==> src/rtl/if_fetch_stage.sv <==
// Instruction fetch stage: REQ/WAIT/HOLD with at most one outstanding memory request.
// Optional build macro IF_PERF_CNT_EN adds a fetch_count output that counts deliveries.
module if_fetch_stage (
    input  logic        clk,
    input  logic        rst,
    input  logic        freeze,
    input  logic        branch_taken,
    input  logic [31:0] branch_addr,
    output logic        imem_req,
    output logic [31:0] imem_addr,
    input  logic        imem_gnt,
    input  logic        imem_rvalid,
    input  logic [31:0] imem_rdata,
    output logic        valid,
    output logic [31:0] pc,
    output logic [31:0] instruction
`ifdef IF_PERF_CNT_EN
    ,
    output logic [31:0] fetch_count
`endif
);

    typedef enum logic [1:0] {
        S_REQ  = 2'd0,
        S_WAIT = 2'd1,
        S_HOLD = 2'd2
    } state_t;

    state_t      state_q, state_d;
    logic [31:0] fetch_pc_q, fetch_pc_d;
    logic        discard_q, discard_d;
    logic        valid_q, valid_d;
    logic [31:0] pc_q, pc_d;
    logic [31:0] instr_q, instr_d;
    logic [31:0] branch_tgt;
    logic        redirect_pending;
    logic        unused_addr_bits;

    assign branch_tgt       = {branch_addr[31:2], 2'b00};
    assign unused_addr_bits = ^branch_addr[1:0];

    // A redirect while a request is (or is about to be) in flight must squash its response.
    assign redirect_pending = ((state_q == S_WAIT) && !imem_rvalid) ||
                              ((state_q == S_REQ)  && imem_gnt);

    always_comb begin
        state_d    = state_q;
        fetch_pc_d = fetch_pc_q;
        discard_d  = discard_q;
        valid_d    = valid_q;
        pc_d       = pc_q;
        instr_d    = instr_q;

        case (state_q)
            S_REQ: begin
                if (imem_gnt) begin
                    state_d = S_WAIT;
                end
            end
            S_WAIT: begin
                if (imem_rvalid) begin
                    discard_d = 1'b0;
                    if (discard_q) begin
                        state_d = S_REQ;
                    end else begin
                        state_d = S_HOLD;
                        instr_d = imem_rdata;
                        pc_d    = fetch_pc_q + 32'd4;
                        valid_d = 1'b1;
                    end
                end
            end
            S_HOLD: begin
                if (!freeze) begin
                    state_d    = S_REQ;
                    fetch_pc_d = fetch_pc_q + 32'd4;
                    valid_d    = 1'b0;
                end
            end
            default: begin
                state_d = S_REQ;
            end
        endcase

        if (branch_taken) begin
            fetch_pc_d = branch_tgt;
            valid_d    = 1'b0;
            pc_d       = pc_q;
            instr_d    = instr_q;
            if (redirect_pending) begin
                state_d   = S_WAIT;
                discard_d = 1'b1;
            end else begin
                state_d   = S_REQ;
                discard_d = 1'b0;
            end
        end
    end

    always_ff @(posedge clk) begin
        if (!rst) begin
            state_q    <= S_REQ;
            fetch_pc_q <= 32'd0;
            discard_q  <= 1'b0;
            valid_q    <= 1'b0;
            pc_q       <= 32'd0;
            instr_q    <= 32'd0;
        end else begin
            state_q    <= state_d;
            fetch_pc_q <= fetch_pc_d;
            discard_q  <= discard_d;
            valid_q    <= valid_d;
            pc_q       <= pc_d;
            instr_q    <= instr_d;
        end
    end

    assign imem_req    = (state_q == S_REQ);
    assign imem_addr   = fetch_pc_q;
    assign valid       = valid_q;
    assign pc          = pc_q;
    assign instruction = instr_q;

`ifdef IF_PERF_CNT_EN
    logic [31:0] fetch_count_q;
    logic        delivery;

    // A redirect in HOLD kills the held instruction, so it is not a delivery.
    assign delivery = (state_q == S_HOLD) && !freeze && !branch_taken;

    always_ff @(posedge clk) begin
        if (!rst) begin
            fetch_count_q <= 32'd0;
        end else if (delivery) begin
            fetch_count_q <= fetch_count_q + 32'd1;
        end
    end

    assign fetch_count = fetch_count_q;
`endif

endmodule

==> config.mk <==
export PLATFORM = sky130hd
export DESIGN_NAME = if_fetch_stage
export DESIGN_NICKNAME = d
export VERILOG_FILES = /design/src/rtl/if_fetch_stage.sv
export SDC_FILE = /design/constraint.sdc
export NUM_CORES = 1
export LEC_CHECK = 0
export CORE_MARGIN = 2
export CORE_UTILIZATION = 40
export DETAILED_ROUTE_END_ITERATION = 8
export PLACE_DENSITY = 0.74
export SLEW_MARGIN = 20
export SYNTH_ARGS = -nofsm -noshare
export SYNTH_HDL_FRONTEND = slang
export SYNTH_SLANG_ARGS = --single-unit
==> constraint.sdc <==
create_clock -name clk -period 2.5 [get_ports clk]
set_input_delay 0.625 -clock clk [delete_from_list [all_inputs] [get_ports clk]]
set_output_delay 0.625 -clock clk [all_outputs]
set_load 0.01 [all_outputs]
==> impl_metrics.ini, run 1 <==
[floorplanning]
placementRows = 38
fp.dieH_um = 110
initial_core_util_pct = 41.0
fp.dieArea_mm2 = 0.0120
ios = 168
coreArea_mm2 = 0.0109
die_w_um = 110

[global_route]
antenna_found_initial = 0
grt_pass1_vias = 4264
grt_max_degree = 48
grt_use_total_pct = 22.1
gr-total-overflow = 0
grt_pass1_wl_um = 21100

[timing]
period_share_pct = 93.4
tns_ns = 0
rsz0062_at_grt = no
hold_viol_final = 0
clock_skew_ns = 0.0104
finalMaxSlewViolations = 0
fin_crit_ns = 2.33
fmax_ghz = 0.428
setup_viol = 0

[drt]
wl_per_cell_um = 15.9
drtPass1Iterations = 5
drc = 0
dr_total_vias = 4699
routed_wl_um = 13400
vias_per_cell = 5.60
ant_nets = 0
first_iter_violations = 294

[critical_path]
regToRegSetupSlack_ns = 0.27
arrival_ns = 2.62
required_ns = 2.79
rr_startpoint = imem_addr[4]
cp_max_fo = 16
path_class = in2reg
cp-end-kind = flip-flop
regToRegEndpoint = pc[27]
cp-start-kind = primary input
worstRegToRegCells = 4

[clock_network]
cts_tree = done
cts_max_level = 3
max-clock-path-buffers = 2
ctsHoldBuffers = 0
clockRootBuffer = clkbuf_8
post_cts_buffers = 0
clk_latency_ns = 0.36
cts_num_sinks = 96
clk_pin_slew_ns = 0.10
cts_buffers = 9
post_cts_resized = 0

[power]
internal_power_w = 0.00233
cellPowerDensity_mw_per_mm2 = 498
power_frac_comb_pct = 15.2
switching_share_pct = 26.7
seq_power_share_pct = 52.6
power_frac_clock_pct = 32.3
ir_drop_v = 0.000253
netSwitchingPower_w = 0.000850
p_leak_nw = 2.07

[worst_hold_path]
hp-start = instruction[3]
min_delay_path_depth = 2
min_to = instruction[3]
hp-class = reg2reg

[final_layout]
final_nets = 765
finalNonFillerCells = 839
antenna_cells = 0
area_growth_pct = 43.1
drive_gt1_share_pct = 5.58

[logic_synthesis]
synth_area_mm2 = 0.00447
synth_seq_cells = 96
synth_area_per_cell_um2 = 8.08
ys_warn_count = 0
synthDistinctLibCells = 41
seq_area_frac_synth_pct = 43.0
syn_inst = 553

[run_status]
status = complete, no violations

[placement]
post-dp-hpwl_um = 9440
place.gp.congestion = 0.856
io_buffers = 161
place_inst = 823

[job]
max_cap_violations = 0
[cell families (layout without fill, tap and decap cells)]
family / after synthesis / after routing / share of synthesized area, %
other: 1 / 4 / 0.0839
multiplexers: 2 / 2 / 0.448
flip-flops: 96 / 96 / 43.0
AO/OA/AOI/OAI: 176 / 176 / 23.2
buffers and inverters: 57 / 200 / 5.82
adder cells (fa/ha/maj): 1 / 1 / 0.280
XOR/XNOR: 18 / 18 / 3.53
AND/OR/NAND/NOR: 202 / 202 / 23.6
[worst max-delay path, stage by stage]
cell	delay, ns
clkdlybuf4s50_1	0.47
nor3b_2	0.40
nand3_2	0.35
or4_1	0.59
a31oi_1	0.18
[Yosys cell counts]
master	number	share of area (%)
nor3b_2	1	0.28
and3_1	4	0.56
inv_1	4	0.34
conb_1	1	0.084
a311oi_1	4	0.78
nor3_1	5	0.56
nor4_1	3	0.42
xnor2_1	4	0.78
and4bb_1	1	0.28
or3b_1	2	0.39
nand3_1	18	2.0
buf_4	6	1.0
nor2_1	20	1.7
mux2i_1	2	0.45
or4_1	20	3.4
nand4_1	11	1.5
o311ai_0	1	0.20
and2_1	5	0.70
buf_6	1	0.25
inv_2	1	0.084
xor2_1	14	2.7
nand4_4	1	0.48
buf_2	13	1.5
nand3_2	1	0.22
nand2b_1	2	0.28
o31ai_1	19	3.2
clkbuf_1	32	2.7
dfxtp_1	96	43
o31a_1	3	0.59
nand2_1	84	7.1
a211oi_1	9	1.5
a21oi_1	44	4.9
and4_1	8	1.6
or3_1	16	2.2
o21a_1	1	0.17
o21ai_0	46	5.2
a31oi_1	34	4.8
o21ai_1	12	1.3
o41ai_1	2	0.39
ha_1	1	0.28
a21o_1	1	0.17
[area by class of cell]
class | count | area, um2
well taps | 140 | 175
fillers | 968 | 4490
inverters | 5 | 18.8
clock inverters | 7 | 72.6
repair buffers | 179 | 1780
multi-input cells | 403 | 2300
flip-flops and latches | 96 | 1920
clock buffers | 9 | 124
[how the worst max path moves through the flow]
stage                 startpoint       endpoint  depth (start not counted)
floorplan           imem_addr[2]         pc[24]                          7
global placement          freeze  imem_addr[22]                          5
finish                    freeze  imem_addr[22]                          5
CTS                       freeze  imem_addr[28]                          5
global route              freeze  imem_addr[28]                          5
detailed placement        freeze  imem_addr[22]                          5
[stage by stage]
stage               power (W)  area, um2  worst slack [ns]  hold WS (ns)  util [%]
floorplan             0.00189       4480             0.553         0.464         -
global placement      0.00218       6200            -0.158         0.442      56.9
detailed placement    0.00219       6200            -0.198         0.448      56.9
CTS                   0.00321       6390             0.186         0.462      58.7
global route          0.00333       6390            0.0215         0.483      58.7
finish                0.00318       6390             0.165         0.460      58.7
[power groups by stage]
stage / Sequential [W] / Clock [W] / Combinational [W]
6_report: 0.00167 / 0.00103 / 0.000482
5_1_grt: 0.00169 / 0.00112 / 0.000524
4_1_cts: 0.00167 / 0.00105 / 0.000485
3_5_place_dp: 0.00171 / 0 / 0.000482
3_3_place_gp: 0.00170 / 0 / 0.000472
2_1_floorplan: 0.00172 / 0 / 0.000176
[registers in the layout, indices dropped and copies added, names as in the netlist]
name         flops
instruction     32
pc              30
discard_q        1
state_q          2
imem_addr       30
valid            1
[metal layers]
metal | up-vias | track usage (%) | part of all wire [%]
met1 | 2222 | 29.5 | 43
met2 | 160 | 35.3 | 49
met5 | - | 0 | 0
met4 | 0 | 7.41 | 2.1
li1 | 2296 | - | -
met3 | 21 | 4.74 | 6.5
[placed cells by master (no fill, tap or decap), types with 16 or more instances in the layout]
cell type and instances:
clkdlybuf4s50_1 161, dfxtp_1 96, nand2_1 84, o21ai_0 46
a21oi_1 44, a31oi_1 34, nor2_1 20, or4_1 20
o31ai_1 19, nand3_1 18, or3_1 16
Note: power is estimated with default switching activity, not from simulation.
==> run 2, diff against run 1 <==
--- a/config.mk
+++ b/config.mk
@@ -5,11 +5,12 @@
 export SDC_FILE = /design/constraint.sdc
 export NUM_CORES = 1
 export LEC_CHECK = 0
+export CAP_MARGIN = 20
 export CORE_MARGIN = 2
 export CORE_UTILIZATION = 40
 export DETAILED_ROUTE_END_ITERATION = 8
 export PLACE_DENSITY = 0.74
-export SLEW_MARGIN = 20
+export SLEW_MARGIN = 15
 export SYNTH_ARGS = -nofsm -noshare
 export SYNTH_HDL_FRONTEND = slang
 export SYNTH_SLANG_ARGS = --single-unit
==> constraint.sdc (replaced) <==
create_clock -name clk -period 2.4 [get_ports clk]
set_input_delay 0.6 -clock clk [delete_from_list [all_inputs] [get_ports clk]]
set_output_delay 0.6 -clock clk [all_outputs]
set_load 0.01 [all_outputs]
==> impl_metrics.ini, run 2 (synthesis results as in run 1) <==
[global_route]
grt_use_total_pct = 22.5
grt_pass1_vias = 4389
met3_usage_pct = 4.21
grt_pass1_wl_um = 21500
use_met1_pct = 29.8
antenna_found_initial = 0
gr-total-overflow = 0
met2_usage_pct = 36.9
grt_max_degree = 48
grt.busiest_layer = met2

[power]
ir_drop_v = 0.000289
cellPowerDensity_mw_per_mm2 = 536
p_leak_nw = 2.12

[final_layout]
final_nets = 769
drive_gt1_share_pct = 6.26
area_growth_pct = 44.6
n_fill_cell = 985
largest_reg_flops = 32
antenna_cells = 0
mostFrequentLayoutCells = 161 x clkdlybuf4s50_1, 96 x dfxtp_1, 84 x nand2_1
final_common_cell = clkdlybuf4s50_1
finalNonFillerCells = 843
final_cell_area_mm2 = 0.00646

[critical_path]
cp_max_fo = 22
cp-start-kind = flip-flop
path_class = reg2reg
required_ns = 2.69
arrival_ns = 2.47
cpPeakStageDelay_ns = 0.47
cpMaxStageDelayCell = or4_1
cp-end-kind = flip-flop
cp_cell_sequence = ha_1 > and4_2 > nand3_1 > buf_4 > or4_1 > a31oi_1

[timing]
final.setup.worst_slack_ns = 0.224
fin_crit_ns = 2.18
setup_viol = 0
rsz0062_at_grt = no
finalMaxSlewViolations = 0
fmax_ghz = 0.460
clock_skew_ns = 0.0132
holdWs_ns = 0.459
period_share_pct = 90.7
hold_viol_final = 0

[drt]
drc = 0
ant_nets = 0
drtPass1Iterations = 5
wl_per_cell_um = 16.0
routed_wl_um = 13500
vias_per_cell = 5.56
first_iter_violations = 262
dr_total_vias = 4689

[floorplanning]
fp.dieH_um = 110
die_w_um = 110
placementRows = 38
fp.dieArea_mm2 = 0.0120
ios = 168
coreArea_mm2 = 0.0109
initial_core_util_pct = 41.0

[clock_network]
cts_tree = done
clk_latency_ns = 0.37
clockRootBuffer = clkbuf_8
post_cts_buffers = 0
cts_buffers = 9
cts_num_sinks = 96
max-clock-path-buffers = 2
cts_max_level = 3
clk_pin_slew_ns = 0.10
post_cts_resized = 0
ctsHoldBuffers = 0

[run_status]
status = complete, no violations

[placement]
place.gp.congestion = 0.847
place_area_mm2 = 0.00623
io_buffers = 161
post-dp-hpwl_um = 9510
pre_cts_ws_ns = -0.131
place_inst = 827

[job]
max_cap_violations = 0

[worst_hold_path]
hp-class = reg2reg
==> run 2: metrics by stage <==
stage | total power (W) | TNS, ns | util [%]
final | 0.00346 | 0 | 59.3
after global routing | 0.00360 | 0 | 59.3
after CTS | 0.00348 | 0 | 59.3
after detailed placement | 0.00228 | -0.811 | 57.2
after global placement | 0.00226 | -0.224 | 57.2
after floorplan | 0.00197 | 0 | -
==> run 2: layout make-up <==
type	count	area (um2)	share of cell area, %
timing repair buffer	183	1810	28.1
tap	140	175	2.71
clock buffer	10	138	2.13
clock inverter	6	91.3	1.41
sequential	96	1920	29.8
inverter	5	18.8	0.291
multi-input combinational	403	2300	35.6
==> run 2: report_power, final <==
| group | internal, W | switching, W | leakage, nW | total [W] |
|---|---|---|---|---|
| clock network | 0.000622 | 0.000595 | 0.117 | 0.00122 |
| registers | 0.00166 | 0.0000841 | 0.784 | 0.00174 |
| logic | 0.000288 | 0.000212 | 1.21 | 0.000500 |
==> run 2: worst max-delay path, delay by kind of cell (launching register included) <==
family,cells,cell delay [ns]
AOI/OAI and AO/OA,1,0.19
buffers and inverters,1,0.23
and+or+nand+nor,3,0.95
DFF,1,0.45
adders and majority gates,1,0.29
==> run 2: layer usage <==
metal / vias up / part of all wire [%]
met5: - / 0
met4: 0 / 1.6
met3: 19 / 6.5
met2: 174 / 48
met1: 2188 / 44
li1: 2308 / -
==> run 2: final timing paths <==
path | start | end | depth (start not counted) | slack, ns
max | imem_addr[2] | imem_addr[28] | 6 | 0.22
min | instruction[22] | instruction[22] | 2 | 0.46
max reg2reg | imem_addr[2] | imem_addr[28] | 6 | 0.22
min reg2reg | instruction[22] | instruction[22] | 2 | 0.46
==> run 3, diff against run 2 <==
--- a/config.mk
+++ b/config.mk
@@ -9,7 +9,7 @@
 export CORE_MARGIN = 2
 export CORE_UTILIZATION = 40
 export DETAILED_ROUTE_END_ITERATION = 8
-export PLACE_DENSITY = 0.74
+export PLACE_DENSITY = 0.77
 export SLEW_MARGIN = 15
 export SYNTH_ARGS = -nofsm -noshare
 export SYNTH_HDL_FRONTEND = slang
==> constraint.sdc (replaced) <==
create_clock -name clk -period 1.89 [get_ports clk]
set_input_delay 0.4725 -clock clk [delete_from_list [all_inputs] [get_ports clk]]
set_output_delay 0.4725 -clock clk [all_outputs]
set_load 0.01 [all_outputs]
==> impl_metrics.ini, run 3 (synthesis results as in run 1) <==
[final_layout]
seq_area_mm2 = 0.00194
final_cell_area_mm2 = 0.00691
final_common_cell = clkdlybuf4s50_1
n_fill_cell = 940
final_nets = 810
mostFrequentLayoutCells = 140 x clkdlybuf4s50_1, 84 x nand2_1, 83 x dfxtp_1
multiInputGateArea_mm2 = 0.00235
drive_gt1_share_pct = 14.0
area_growth_pct = 54.7
largest_reg_flops = 32
antenna_cells = 0

[power]
power_frac_comb_pct = 16.7
seq_power_share_pct = 50.0
p_leak_nw = 2.55
switching_share_pct = 26.6
cellPowerDensity_mw_per_mm2 = 632
finalPower_w = 0.00437
internal_power_w = 0.00321
ir_drop_v = 0.000342
power_frac_clock_pct = 33.3
netSwitchingPower_w = 0.00116

[timing]
setup_viol = 0
fin_crit_ns = 1.84
finalMaxSlewViolations = 0
hold_viol_final = 0
rsz0062_at_grt = yes
final.setup.worst_slack_ns = 0.0482
tns_ns = 0
clock_skew_ns = 0.0125
period_share_pct = 97.4
fmax_ghz = 0.543

[placement]
place.gp.congestion = 0.894
post-dp-hpwl_um = 10200
io_buffers = 161
place_area_mm2 = 0.00654
pre_cts_ws_ns = -0.564

[global_route]
grt_use_total_pct = 23.3
grt_max_degree = 39
grt_pass1_vias = 4613
antenna_found_initial = 0
grt_pass1_wl_um = 22200
gr-total-overflow = 0

[drt]
ant_nets = 0
first_iter_violations = 382
drtPass1Iterations = 5
dr_total_vias = 4968
wl_per_cell_um = 16.4
vias_per_cell = 5.62
routed_wl_um = 14500
drc = 0

[worst_hold_path]
hp-class = reg2reg

[critical_path]
cp_cell_sequence = clkdlybuf4s50_1
cp-start-kind = flip-flop
path_buf_inv = 1
cpMaxStageDelayCell = clkdlybuf4s50_1
critPathTopFamily = buffers and inverters
cp_max_fo = 10
required_ns = 1.42
cp-end-kind = output port
path_class = reg2out
cpPeakStageDelay_ns = 0.57
arrival_ns = 1.37

[clock_network]
max-clock-path-buffers = 2
clockRootBuffer = clkbuf_8
cts_buffers = 9
clk_latency_ns = 0.36
cts_num_sinks = 96
cts_tree = done
clk_pin_slew_ns = 0.10
cts_max_level = 3

[run_status]
status = complete, no violations

[floorplanning]
coreArea_mm2 = 0.0109
ios = 168
fp.dieArea_mm2 = 0.0120
placementRows = 38
die_w_um = 110
initial_core_util_pct = 41.0
fp.dieH_um = 110

[job]
max_cap_violations = 0
==> run 3: changes by cell type in the layout (fill, tap and decap cells not counted), sizes merged <==
| cell | before | now |
|---|---|---|
| buf | 22 | 61 |
| dlygate4sd2 | 0 | 7 |
| clkdlybuf4s50 | 161 | 140 |
| dlymetal6s2s | 0 | 14 |
| nand3 | 19 | 20 |
| clkinv | 3 | 1 |
| clkinvlp | 0 | 2 |
| bufinv | 2 | 1 |
| clkbuf | 10 | 12 |
==> run 3: final timing paths <==
path                                      start         endpoint  slack [ns]  depth (start not counted)
worst max-delay path              imem_addr[19]    imem_addr[19]        0.05                          1
worst min-delay path            instruction[26]  instruction[26]        0.46                          2
worst max register to register    imem_addr[10]    imem_addr[27]        0.08                          5
worst min register to register  instruction[26]  instruction[26]        0.46                          2
==> run 3: timing repair <==
action                     4_1_cts  5_1_grt
pin swaps                        2        4
cloned                           1        1
setup endpoints to repair       21       42
hold buffers                     0        0
setup buffers                    5        0
resized for setup               16       29
==> run 3: power by group through the flow <==
stage	clock network, W	logic (W)	registers, W
after CTS	0.00147	0.000734	0.00218
after global placement	0	0.000722	0.00222
after floorplan	0	0.000233	0.00227
after global routing	0.00156	0.000790	0.00220
after detailed placement	0	0.000735	0.00222
final	0.00146	0.000731	0.00219
==> run 3: final cells by class <==
type                            count  area share (%)
Clock buffer                       11            2.19
Clock inverter                      5           0.905
Inverter                            5           0.271
Multi-Input combinational cell    404            34.0
Sequential cell                    96            28.1
Tap cell                          140            2.53
Timing Repair Buffer              223            32.1
==> run 3: stage by stage <==
step           hold WS [ns]  util, %  instances
3_3_place_gp          0.442     60.1        861
3_5_place_dp          0.446     60.1        861
4_1_cts               0.460     62.6        883
2_1_floorplan         0.464        -        556
5_1_grt               0.487     63.5        884
6_report              0.459     63.5        884
==> run 3: per-layer routing <==
| metal | global-route usage [%] | share of wire [%] | vias to the layer above |
|---|---|---|---|
| li1 | - | - | 2408 |
| met1 | 30.0 | 43 | 2357 |
| met2 | 38.7 | 49 | 185 |
| met3 | 4.92 | 6.6 | 18 |
| met4 | 7.69 | 1.8 | 0 |
| met5 | 0 | 0 | - |
